### src/rtl/serial_frame_rx.sv
// rtl/serial_frame_rx.sv - serial frame receiver: start, LSB-first data, optional even parity, stop.
// Good frames load a single-entry output register with valid/ready handshake.
module serial_frame_rx #(
  parameter int DATA_W    = 8,
  parameter int PARITY_EN = 1
) (
  input  logic              clk,
  input  logic              rst,
  input  logic              Din,
  output logic [DATA_W-1:0] Dout,
  output logic              Dvalid,
  input  logic              Dready,
  output logic              parity_err,
  output logic              frame_err,
  output logic              overrun
);

  localparam int CW = (DATA_W > 1) ? $clog2(DATA_W) : 1;

  typedef enum logic [1:0] {IDLE, DATA, PARITY, STOP} state_t;

  state_t            state, state_nx;
  logic [CW-1:0]     cnt;
  logic [DATA_W-1:0] payload;
  logic              bad_par;
  logic              last_bit;
  logic              in_stop;
  logic              good;
  logic              load;
  logic              take;

  always_ff @(posedge clk or posedge rst) begin
    if (rst) state <= IDLE;
    else     state <= state_nx;
  end

  always_comb begin
    state_nx = state;
    last_bit = (cnt == CW'(DATA_W - 1));
    in_stop  = (state == STOP);
    case (state)
      IDLE:    if (!Din) state_nx = DATA;
      DATA:    if (last_bit) state_nx = (PARITY_EN != 0) ? PARITY : STOP;
      PARITY:  state_nx = STOP;
      STOP:    state_nx = IDLE;
      default: state_nx = IDLE;
    endcase
    take = Dvalid & Dready;
    good = in_stop & Din & ~bad_par;
    // The output register is free if empty or being drained on this same edge.
    load = good & (~Dvalid | Dready);
  end

  always_ff @(posedge clk or posedge rst) begin
    if (rst) begin
      cnt        <= '0;
      payload    <= '0;
      bad_par    <= 1'b0;
      Dout       <= '0;
      Dvalid     <= 1'b0;
      parity_err <= 1'b0;
      frame_err  <= 1'b0;
      overrun    <= 1'b0;
    end else begin
      case (state)
        IDLE: begin
          cnt     <= '0;
          bad_par <= 1'b0;
        end
        DATA: begin
          payload[cnt] <= Din;
          cnt          <= cnt + 1'b1;
        end
        PARITY:  bad_par <= (^payload) ^ Din;
        default: ;
      endcase
      // A bad stop bit takes precedence, so at most one error pulses per frame.
      frame_err  <= in_stop & ~Din;
      parity_err <= in_stop & Din & bad_par;
      overrun    <= good & Dvalid & ~Dready;
      if (load) begin
        Dout   <= payload;
        Dvalid <= 1'b1;
      end else if (take) begin
        Dvalid <= 1'b0;
      end
    end
  end

endmodule

### config.mk
export PLATFORM = sky130hd
export DESIGN_NAME = serial_frame_rx
export DESIGN_NICKNAME = d
export VERILOG_FILES = /design/src/rtl/serial_frame_rx.sv
export SDC_FILE = /design/constraint.sdc
export NUM_CORES = 1
export LEC_CHECK = 0
export ABC_AREA = 0
export BUFFER_PORTS_ARGS = -buffer_cell sky130_fd_sc_hd__buf_2
export CORE_AREA = 2 2 59 61
export CTS_BUF_LIST = sky130_fd_sc_hd__clkbuf_16
export CTS_CLUSTER_SIZE = 30
export DETAILED_ROUTE_END_ITERATION = 7
export DIE_AREA = 0 0 61 63
export PLACE_DENSITY_LB_ADDON = 0.1
export SLEW_MARGIN = 5
export SYNTH_ARGS = -nofsm -noshare
export SYNTH_HDL_FRONTEND = slang
export SYNTH_SLANG_ARGS = --single-unit
### constraint.sdc
create_clock -name clk -period 2.85 [get_ports clk]
set_clock_uncertainty 0.05 [all_clocks]
set_input_delay 0.1425 -clock clk [delete_from_list [all_inputs] [get_ports clk]]
set_output_delay 0.1425 -clock clk [all_outputs]
set_load 0.01 [all_outputs]
* After elaboration in Yosys (flattened, before gate mapping)
Index checks and enable logic that the tools add are counted.
Word-level totals: register bits 26, input bits 4, output and inout bits 12, word-level logic and storage cells 49
Operators by class: $add $sub $neg 1, magnitude comparators 2, equality and inequality tests 6, muxes and demuxes 10, bitwise operators 14, reduce and logical (&&, ||, !) cells 7
Operators with widths (count):
- 1-bit bitwise AND | 8
- 8-bit bitwise mux | 1
- 2-bit case mux with 4 select lines | 1
- 8-bit XOR reduction | 1
- 3-bit case mux with 2 select lines | 1
- 2-bit nonzero test | 3
- 2-bit == test, second input constant | 2
- 3-bit by 4-bit less-than comparator with 1-bit output, second input constant | 1
- 2-bit 2-to-1 mux | 2
- 2-bit inequality test, second input constant | 2
- 1-bit NOT | 4
- 3-bit by 1-bit adder with 3-bit output, second input constant | 1
- 1-bit demux with 3-bit select | 1
- 3-bit == test, second input constant | 1
- 3-bit by 1-bit >= comparator with 1-bit output, second input constant | 1
- 1-bit 2-to-1 mux | 3
- 2-bit by 1-bit == test with 1-bit output, second input constant | 1
- 2-bit zero test | 1
- 1-bit case mux with 2 select lines | 1
- 2-bit AND reduction | 1
- 1-bit logical AND | 1
- 1-bit OR | 1
- 1-bit XOR | 1

* Logic depth before layout (Yosys ltp)
Gate-level depths: netlist (run 1).
word-level depth 5, mapped depth 6, mapped depth without buffers 6

* Worst setup path after synthesis (run 1)
No wires, ideal clock.
kind register -> register, from reg state[1], to reg payload[3], library setup time 0.125 ns, arrival time 1.264 ns, data required time 2.675 ns, setup slack 1.411 ns, stages on the path, launching flop included 6, buffers on the path 1, period minus slack after synthesis 1.439 ns, cells stage by stage dfrtp_1 > inv_1 > ha_1 > clkbuf_1 > nand4b_1 > mux2_2
On the way: word-level cells in the longest chain between the ends 1
RTL lines:
- start, declared | RTL line 22 | state_t state, state_nx;
- start signal, assigned | RTL line 34 | else state <= state_nx;
- 2-bit by 1-bit == test with 1-bit output | RTL line 65 | case (state)
- end signal, assigned by index | RTL line 71 | payload[cnt] <= Din;
- end, declared | RTL line 24 | logic [DATA_W-1:0] payload;
Every way passes these cells. A chain may end at the register's enable or synchronous reset.

* Worst setup path after layout (run 1)
from reg state[0], to reg Dout[1]
On the way: word-level cells in the longest chain between the ends 4
RTL lines:
- 2-bit == test | RTL line 40 | in_stop = (state == STOP);
- 1-bit bitwise AND (2 in a row) | RTL line 49 | good = in_stop & Din & ~bad_par;
- 1-bit bitwise AND | RTL line 51 | load = good & (~Dvalid | Dready);
- end signal, assigned | RTL line 82 | Dout <= payload;
- end, declared | RTL line 10 | output logic [DATA_W-1:0] Dout,
Every way passes these cells.

==> impl_metrics.csv, run 1 <==
group,metric,value,unit
layout,diodes,0,
yosys,syn_avg_cell_area,12.7,sq um
floorplanning,fp.dieH,63,um
power_and_ir_drop,internal_power,1.18,mW
yosys,synth_flop_cell,"dfrtp_1",
floorplanning,rows,21,
power_and_ir_drop,power_frac_comb,38.5,%
yosys,synthArstFlopShare,100,%
clock_tree,cts_root_buf,"clkbuf_16",
timing,fmax,541,MHz
timing,hold_slack,0.0579,ns
route,viasPerCell,4.62,
power_and_ir_drop,p_total,1.70,mW
power_and_ir_drop,power.density,1190,mW/mm^2
power_and_ir_drop,p_seq_share,37.8,%
yosys,synth_cells,96,
timing,hold_viol,0,
placement,hpwl,1340,um
route,routed_wl,1900,um
clock_tree,insertion_delay,0.26,ns
setup_path,r2r_start,"state[0]",
route,drcViolationCount,0,
global_routing,overflow,0,
setup_path,critical_path_required,2.95,ns
setup_path,reg2reg_to,"Dout[1]",
yosys,synthMostInstantiatedCell,"dfrtp_1",
route,routed-via-count,720,
yosys,yosysSeqAreaShare,53.5,%
yosys,synth_cell_type_count,25,
placement,post-place-cells,152,
clock_tree,cts_max_path_buffers,2,
route,drtAntennaViolNets,0,
timing,fin_crit_sh,64.8,%
clock_tree,cts.sinks,26,
timing,fin_crit,1.85,ns
yosys,synth_area_leaders,"dfrtp_1, mux2_2, ha_1",
hold_path,min_path_type,"input port to asynchronous set/reset pin",
layout,fin_cells,156,
floorplanning,dieArea,0.00384,sq mm
power_and_ir_drop,swShare,30.5,%
timing,rsz0062_at_grt,"no",
layout,nets,121,
placement,dp_slack,0.936,ns
timing,slew-limit-headroom,33.9,%
clock_tree,cts_hold_buf,0,
global_routing,grt.total_usage,12.2,%
outcome,status,"finished clean",
clock_tree,numCtsBuffers,3,
layout,final_util,44.4,%
layout,final_cell_area,0.00143,sq mm
setup_path,path_class,"flip-flop to flip-flop",
yosys,synth_edf_count,0,
yosys,synth_top_area_share,53.5,%
job,max_cap_viol_count,0,
timing,tightest_slew,0.990,ns
setup_path,cp-end-kind,"flip-flop",
route,drt_first_pass_iters,4,
route,post_drt_wl_per_cell,12.2,um
yosys,syn_area,0.00122,sq mm
power_and_ir_drop,p_leak,0.681,nW
floorplanning,io_pins,16,
global_routing,grt_max_degree,27,
global_routing,grt_pass1_vias,780,
global_routing,antenna_found_initial,0,
placement,io_buffers,15,
route,drt_iter0_drc,13,
setup_path,cp-start-kind,"flip-flop",
global_routing,grt_pass1_wl,3550,um
yosys,syn-num-nets,106,
power_and_ir_drop,p_clk_share,23.6,%
floorplanning,core,0.00323,sq mm
placement,placed_cell_area,0.00133,sq mm
timing,drv_slew,0,
setup_path,crit_arrival,1.94,ns
clock_tree,clkSlewWorstSetupHoldPaths,0.06,ns
clock_tree,htree_levels,1,
clock_tree,cts_post_setup_buffers_inserted,0,
clock_tree,cts_resized,0,
placement,gp_routability_congestion,0.657,
timing,setup_ws,1.00,ns
yosys,yosysWarnings,0,
yosys,synth-seq-cells,26,
layout,layout-drive-gt1-share,33.6,%
yosys,synth.largest_area_cell,"dfrtp_1",
power_and_ir_drop,irDropWorstVdd,0.415,mV
setup_path,r2r_setup_slack,1.00,ns
layout,area_growth,17.9,%
floorplanning,fp.dieW,61,um
floorplanning,start_util,37.6,%
timing,finalSetupTns,0,ns
power_and_ir_drop,power.net_switching,0.520,mW
setup_path,r2r.worst_path.cells,4,
yosys,synth_commonest_cells,"dfrtp_1, mux2_2, ha_1, nand2_1",
timing,finalSetupViolCount,0,
clock_tree,cts_tree,"built",
setup_path,path_max_fanout,8,
==> worst max path at each step <==
stage             start  cells after the start    endpoint
2_1_floorplan  state[1]                      5  payload[3]
3_3_place_gp   state[0]                      4     Dout[1]
3_5_place_dp   state[0]                      4     Dout[0]
4_1_cts        state[0]                      4     Dout[0]
5_1_grt        state[0]                      4     Dout[6]
6_report       state[0]                      4     Dout[1]
==> layout make-up <==
type	instances	area, sq um
Tap cell	46	57.6
Sequential cell	26	651
Clock buffer	3	75.1
Fill cell	321	1800
Inverter	3	11.3
Clock inverter	1	30.0
Multi-Input combinational cell	62	534
Timing Repair Buffer	15	75.1
==> cell families after synthesis <==
logic type | count (synthesis) | share of synthesized area, %
DFF | 26 | 53.5
buffers and inverters | 8 | 2.57
AOI/OAI and AO/OA | 6 | 3.09
muxes | 17 | 15.7
xor gates and xnor gates | 7 | 6.79
adders and majority gates | 6 | 6.17
and+or+nand+nor | 26 | 12.1
==> power by group through the flow <==
stage / Clock, mW / Combinational [mW] / Sequential, mW
after floorplan: 0 / 0.518 / 0.649
after global placement: 0 / 0.663 / 0.649
after detailed placement: 0 / 0.672 / 0.654
after CTS: 0.419 / 0.674 / 0.647
after global routing: 0.429 / 0.748 / 0.676
final: 0.402 / 0.657 / 0.645
==> sequential cells by signal, summed over array words and instances (netlist names) <==
name        cells
Dout            8
payload         8
cnt             3
state           2
Dvalid          1
bad_par         1
frame_err       1
overrun         1
parity_err      1
==> per-layer routing <==
layer | share of wire (%) | global-route usage (%) | vias up
met5 | 0 | 0 | -
met4 | 1.4 | 4.08 | 0
met3 | 3.4 | 2.48 | 2
met2 | 48 | 19.0 | 14
met1 | 48 | 16.9 | 348
li1 | - | - | 356
==> critical path: stages, from the launching register on <==
cell	delay [ns]
dfrtp_1	0.39
ha_1	0.20
nand3b_1	0.11
nor2b_1	0.58
mux2_2	0.41
==> placed cells by master (no fill, tap or decap) <==
| cell type | netlist | routed |
|---|---|---|
| xor2_1 | 1 | 1 |
| ha_1 | 6 | 6 |
| o21ai_0 | 3 | 3 |
| xnor2_1 | 4 | 4 |
| inv_1 | 3 | 3 |
| nand4b_1 | 2 | 2 |
| and3_1 | 1 | 1 |
| a21oi_1 | 1 | 1 |
| xnor2_2 | 1 | 1 |
| xnor3_1 | 1 | 1 |
| mux2_2 | 17 | 17 |
| a21o_1 | 1 | 1 |
| nor3b_1 | 3 | 3 |
| bufinv_16 | 0 | 1 |
| nand2_1 | 5 | 5 |
| nand3b_1 | 1 | 1 |
| nor3_1 | 1 | 1 |
| nand2b_1 | 4 | 4 |
| buf_2 | 1 | 15 |
| nor2b_1 | 3 | 3 |
| o32a_1 | 1 | 1 |
| dfrtp_1 | 26 | 26 |
| nor2_1 | 4 | 4 |
| clkbuf_16 | 0 | 3 |
| nand3_1 | 1 | 1 |
| nand4_1 | 1 | 1 |
Power figures use the tool's default switching activity.
==> run 2: changes to the inputs <==
==> constraint.sdc (replaced) <==
create_clock -name clk -period 1.7 [get_ports clk]
set_clock_uncertainty 0.05 [all_clocks]
set_input_delay 0.085 -clock clk [delete_from_list [all_inputs] [get_ports clk]]
set_output_delay 0.085 -clock clk [all_outputs]
set_load 0.01 [all_outputs]
==> run 2 against run 1 <==
  * Critical path depth is 1 higher
  * Highest routed layer unchanged
  * Clock power is 25% higher
  * Combinational power is 84% higher
  * Largest cell class unchanged
  * First-iteration DRC count is 31% higher
  * Core utilization is 0.77 points higher
==> impl_metrics.csv, run 2 (synthesized netlist as in run 1, its figures left out) <==
group,metric,value,unit
outcome,status,"finished clean",
global_routing,grt.total_usage,12.3,%
route,drt_first_pass_iters,4,
setup_path,path_class,"flip-flop to flip-flop",
hold_path,min_path_type,"input port to flip-flop",
timing,rsz0062_at_grt,"yes",
route,drt_iter0_drc,17,
global_routing,antenna_found_initial,0,
placement,placed_cell_area,0.00137,sq mm
route,drtAntennaViolNets,0,
clock_tree,cts_tree,"built",
route,drcViolationCount,0,
clock_tree,insertion_delay,0.25,ns
setup_path,cp-end-kind,"flip-flop",
timing,slew-limit-headroom,78.0,%
setup_path,crit_chain,"inv_1, ha_1, nand2b_1, nor3b_1, mux2_2",
floorplanning,fp.dieW,61,um
layout,largestRegisters,"Dout x8, payload x8, cnt x3",
setup_path,r2r_setup_slack,0.1,ns
setup_path,critical_path_required,1.79,ns
placement,io_buffers,15,
route,post_drt_wl_per_cell,12.2,um
setup_path,crit_family,"flip-flops",
job,max_cap_viol_count,0,
global_routing,overflow,0,
layout,nets,128,
placement,post-place-cells,157,
route,routed-via-count,732,
placement,hpwl,1380,um
clock_tree,htree_levels,1,
route,routed_wl,1970,um
global_routing,grt_max_degree,27,
clock_tree,cts_resized,0,
timing,finalSetupViolCount,0,
floorplanning,core,0.00323,sq mm
timing,fin_crit_sh,94.4,%
placement,dp_slack,0.0964,ns
layout,layout_commonest_cell,"dfrtp_1",
power_and_ir_drop,irDropWorstVdd,0.851,mV
floorplanning,dieArea,0.00384,sq mm
layout,area_growth,20.0,%
timing,hold_viol,0,
layout,fin_cells,162,
setup_path,cp-start-kind,"flip-flop",
clock_tree,cts.sinks,26,
setup_path,crit_slowest_cell,"dfrtp_1",
floorplanning,io_pins,16,
timing,hold_slack,0.0704,ns
layout,final_util,45.1,%
clock_tree,clkSlewWorstSetupHoldPaths,0.06,ns
timing,tightest_slew,0.330,ns
power_and_ir_drop,power.density,1900,mW/mm^2
clock_tree,numCtsBuffers,3,
layout,layout-drive-gt1-share,36.2,%
clock_tree,cts_root_buf,"clkbuf_16",
placement,gp_routability_congestion,0.742,
setup_path,crit_buf_inv,1,
floorplanning,fp.dieH,63,um
global_routing,grt_pass1_vias,714,
floorplanning,start_util,37.6,%
timing,setup_ws,0.0959,ns
layout,diodes,0,
timing,fin_crit,1.60,ns
floorplanning,rows,21,
route,viasPerCell,4.52,
layout,final_cell_area,0.00146,sq mm
power_and_ir_drop,p_leak,0.701,nW
timing,drv_slew,0,
clock_tree,cts_max_path_buffers,2,
global_routing,grt_pass1_wl,3480,um
setup_path,slowest_delay,0.41,ns
timing,finalSetupTns,0,ns
layout,layout_common_cells,"dfrtp_1, mux2_2, buf_2",
setup_path,crit_arrival,1.70,ns
power_and_ir_drop,p_total,2.77,mW
setup_path,path_max_fanout,4,
timing,fmax,623,MHz
==> run 2: cell count changes in the layout (fill, tap and decap cells not counted) <==
| cell | before | now |
|---|---|---|
| dlygate4sd3_1 | 0 | 1 |
| buf_4 | 0 | 6 |
| bufinv_16 | 1 | 0 |
==> run 2: final timing paths <==
kind                       startpoint          to  cells past startpoint
setup / recovery             state[1]  payload[1]                      5
hold / removal                 Dready      Dvalid                      3
setup reg to reg             state[1]  payload[1]                      5
hold reg to reg               Dout[3]     Dout[3]                      1
max in group asynchronous         rst    state[0]                      4
min in group asynchronous         rst     Dout[5]                      4
==> run 2: per-layer routing <==
layer	share of wire [%]	wire length, um	up-vias	global-route usage [%]
met5	0	0	-	0
met3	4.1	81	2	4.55
met2	45	880	16	17.7
met1	51	995	348	17.8
li1	-	-	366	-
met4	0.61	12	0	2.45
==> run 2: layout make-up <==
cell class	instances	area, sq um
Timing Repair Buffer	22	130
Inverter	3	11.3
Fill cell	322	1770
Sequential cell	26	651
Multi-Input combinational cell	62	534
Tap cell	46	57.6
Clock buffer	3	75.1
==> run 2: worst register-to-register path: cells and delay by family (launching register included) <==
family,cells,cell delay [ns]
mux,1,0.36
simple gates,2,0.39
flops,1,0.41
buf+inv,1,0.11
fa+ha+maj,1,0.18
==> run 2: where the power goes <==
group          total, mW  switching [mW]  internal [mW]
clock              0.503           0.192          0.311
combinational       1.21           0.515          0.694
sequential          1.06           0.182          0.877
==> run 2: timing repair <==
item / 4_1_cts / 5_1_grt
hold endpoints to repair: 26 / 0
hold buffers: 1 / 0
buffers inserted: 0 / 1
setup endpoints to repair: 0 / 9
==> run 3: changes to the inputs <==
--- a/config.mk
+++ b/config.mk
@@ -12,7 +12,7 @@
 export CTS_CLUSTER_SIZE = 30
 export DETAILED_ROUTE_END_ITERATION = 7
 export DIE_AREA = 0 0 61 63
-export PLACE_DENSITY_LB_ADDON = 0.1
+export PLACE_DENSITY = 0.67
 export SLEW_MARGIN = 5
 export SYNTH_ARGS = -nofsm -noshare
 export SYNTH_HDL_FRONTEND = slang
==> run 3 against run 2 <==
  * Total power rose by 5.2%
  * Core utilization is 0.62 points higher
  * Final cell count down 0.62%
  * Clock-buffer cell count did not move
  * Non-clock buffer count is 2 lower
  * Highest routed layer unchanged
==> impl_metrics.csv, run 3 (synthesized netlist as in run 1, its figures left out) <==
group,metric,value,unit
hold_path,hold_path_depth,3,
timing,tightest_slew,0.323,ns
placement,dp_slack,0.147,ns
layout,layout_common_cells,"dfrtp_1, mux2_2, buf_2",
floorplanning,core,0.00323,sq mm
job,max_cap_viol_count,0,
floorplanning,start_util,37.6,%
layout,area_growth,21.6,%
timing,setup_ws,0.133,ns
clock_tree,insertion_delay,0.26,ns
floorplanning,fp.dieW,61,um
timing,hold_viol,0,
setup_path,crit_arrival,1.66,ns
timing,finalSetupViolCount,0,
floorplanning,io_pins,16,
global_routing,grt_pass1_wl,3420,um
route,routed_wl,1900,um
timing,finalSetupTns,0,ns
route,drtAntennaViolNets,0,
hold_path,min_path_type,"input port to flip-flop",
clock_tree,clkSlewWorstSetupHoldPaths,0.06,ns
layout,final_util,45.8,%
clock_tree,cts_max_path_buffers,2,
setup_path,cp-startpoint,"state[1]",
outcome,status,"finished clean",
clock_tree,cts_post_setup_buffers_inserted,0,
layout,diodes,0,
timing,fmax,638,MHz
global_routing,overflow,0,
global_routing,grt_max_degree,27,
layout,largestRegisters,"Dout x8, payload x8, cnt x3",
clock_tree,cts_root_buf,"clkbuf_16",
layout,nets,126,
timing,fin_crit_sh,92.2,%
setup_path,r2r.worst_path.cells,5,
floorplanning,fp.dieH,63,um
floorplanning,dieArea,0.00384,sq mm
global_routing,grt.total_usage,12.2,%
timing,slew-limit-headroom,78.4,%
layout,final_cell_area,0.00148,sq mm
route,post_drt_wl_per_cell,11.8,um
layout,layout_commonest_cell,"dfrtp_1",
setup_path,path_max_fanout,4,
placement,placed_cell_area,0.00136,sq mm
timing,fin_crit,1.57,ns
layout,layout-drive-gt1-share,36.5,%
setup_path,r2r_setup_slack,0.13,ns
route,viasPerCell,4.64,
setup_path,crit_end,"payload[1]",
setup_path,crit_slowest_cell,"dfrtp_1",
clock_tree,cts.sinks,26,
power_and_ir_drop,irDropWorstVdd,0.956,mV
global_routing,grt_pass1_vias,762,
route,drt_first_pass_iters,4,
setup_path,r2r_start,"state[1]",
floorplanning,rows,21,
route,drcViolationCount,0,
setup_path,reg2reg_to,"payload[1]",
setup_path,cp-end-kind,"flip-flop",
route,drt_iter0_drc,14,
route,routed-via-count,747,
placement,hpwl,1380,um
setup_path,path_class,"flip-flop to flip-flop",
placement,io_buffers,15,
setup_path,slowest_delay,0.40,ns
power_and_ir_drop,p_leak,0.706,nW
timing,drv_slew,0,
clock_tree,htree_levels,1,
timing,rsz0062_at_grt,"no",
placement,gp_routability_congestion,0.714,
setup_path,crit_chain,"inv_1, ha_1, nand2b_1, nor3b_1, mux2_2",
global_routing,antenna_found_initial,0,
clock_tree,numCtsBuffers,3,
clock_tree,cts_tree,"built",
power_and_ir_drop,power.density,1970,mW/mm^2
setup_path,critical_path_required,1.79,ns
setup_path,cp-start-kind,"flip-flop",
[run 3: cell count changes in the layout (fill, tap and decap cells not counted), sizes merged]
| cell | change |
|---|---|
| buf | -2 |
| bufinv | +1 |
[run 3: area by class of cell]
cell class | instances | area, sq um
well taps | 46 | 57.6
flip-flops and latches | 26 | 651
clock inverters | 1 | 30.0
multi-input cells | 62 | 539
fillers | 293 | 1750
repair buffers | 20 | 115
inverters | 3 | 11.3
clock buffers | 3 | 75.1
[run 3: power breakdown]
part | total [mW] | internal [mW] | switching (mW)
Clock | 0.671 | 0.468 | 0.203
Combinational | 1.18 | 0.679 | 0.500
Sequential | 1.06 | 0.877 | 0.188
Total | 2.91 | 2.02 | 0.891
[run 3: worst min-delay path by stage]
| stage | slack (ns) | endpoint | startpoint |
|---|---|---|---|
| 4_1_cts | 0.06 | overrun | Dready |
| 6_report | 0.06 | overrun | Dready |
| 3_5_place_dp | 0.10 | Dout[6] | rst |
| 5_1_grt | 0.08 | overrun | Dready |
| 2_1_floorplan | 0.08 | Dout[0] | rst |
| 3_3_place_gp | 0.10 | Dout[6] | rst |
[run 3: per-layer routing]
layer | part of all wire, % | track usage [%]
met3 | 4.0 | 4.35
met1 | 44 | 13.7
met5 | 0 | 0
met4 | 2.1 | 5.71
met2 | 50 | 20.0
[run 3: worst max-delay path, delay by kind of cell, from the launching register on]
kind	cells	cell delay, ns
mux	1	0.35
buf+inv	1	0.10
simple gates	2	0.36
fa+ha+maj	1	0.18
flops	1	0.40
[run 3: stage by stage]
stage | hold slack (ns) | instances | power [mW]
CTS | 0.0574 | 161 | 2.95
global route | 0.0760 | 161 | 3.16
detailed placement | 0.105 | 156 | 2.26
floorplan | 0.0750 | 96 | 1.96
finish | 0.0564 | 161 | 2.91
global placement | 0.100 | 156 | 2.21
[run 3: repair_timing]
item / 4_1_cts / 5_1_grt
endpoints found under the setup margin: 0 / 1
resized for setup: 0 / 1
hold buffers: 1 / 0
endpoints found under the hold margin: 26 / 0
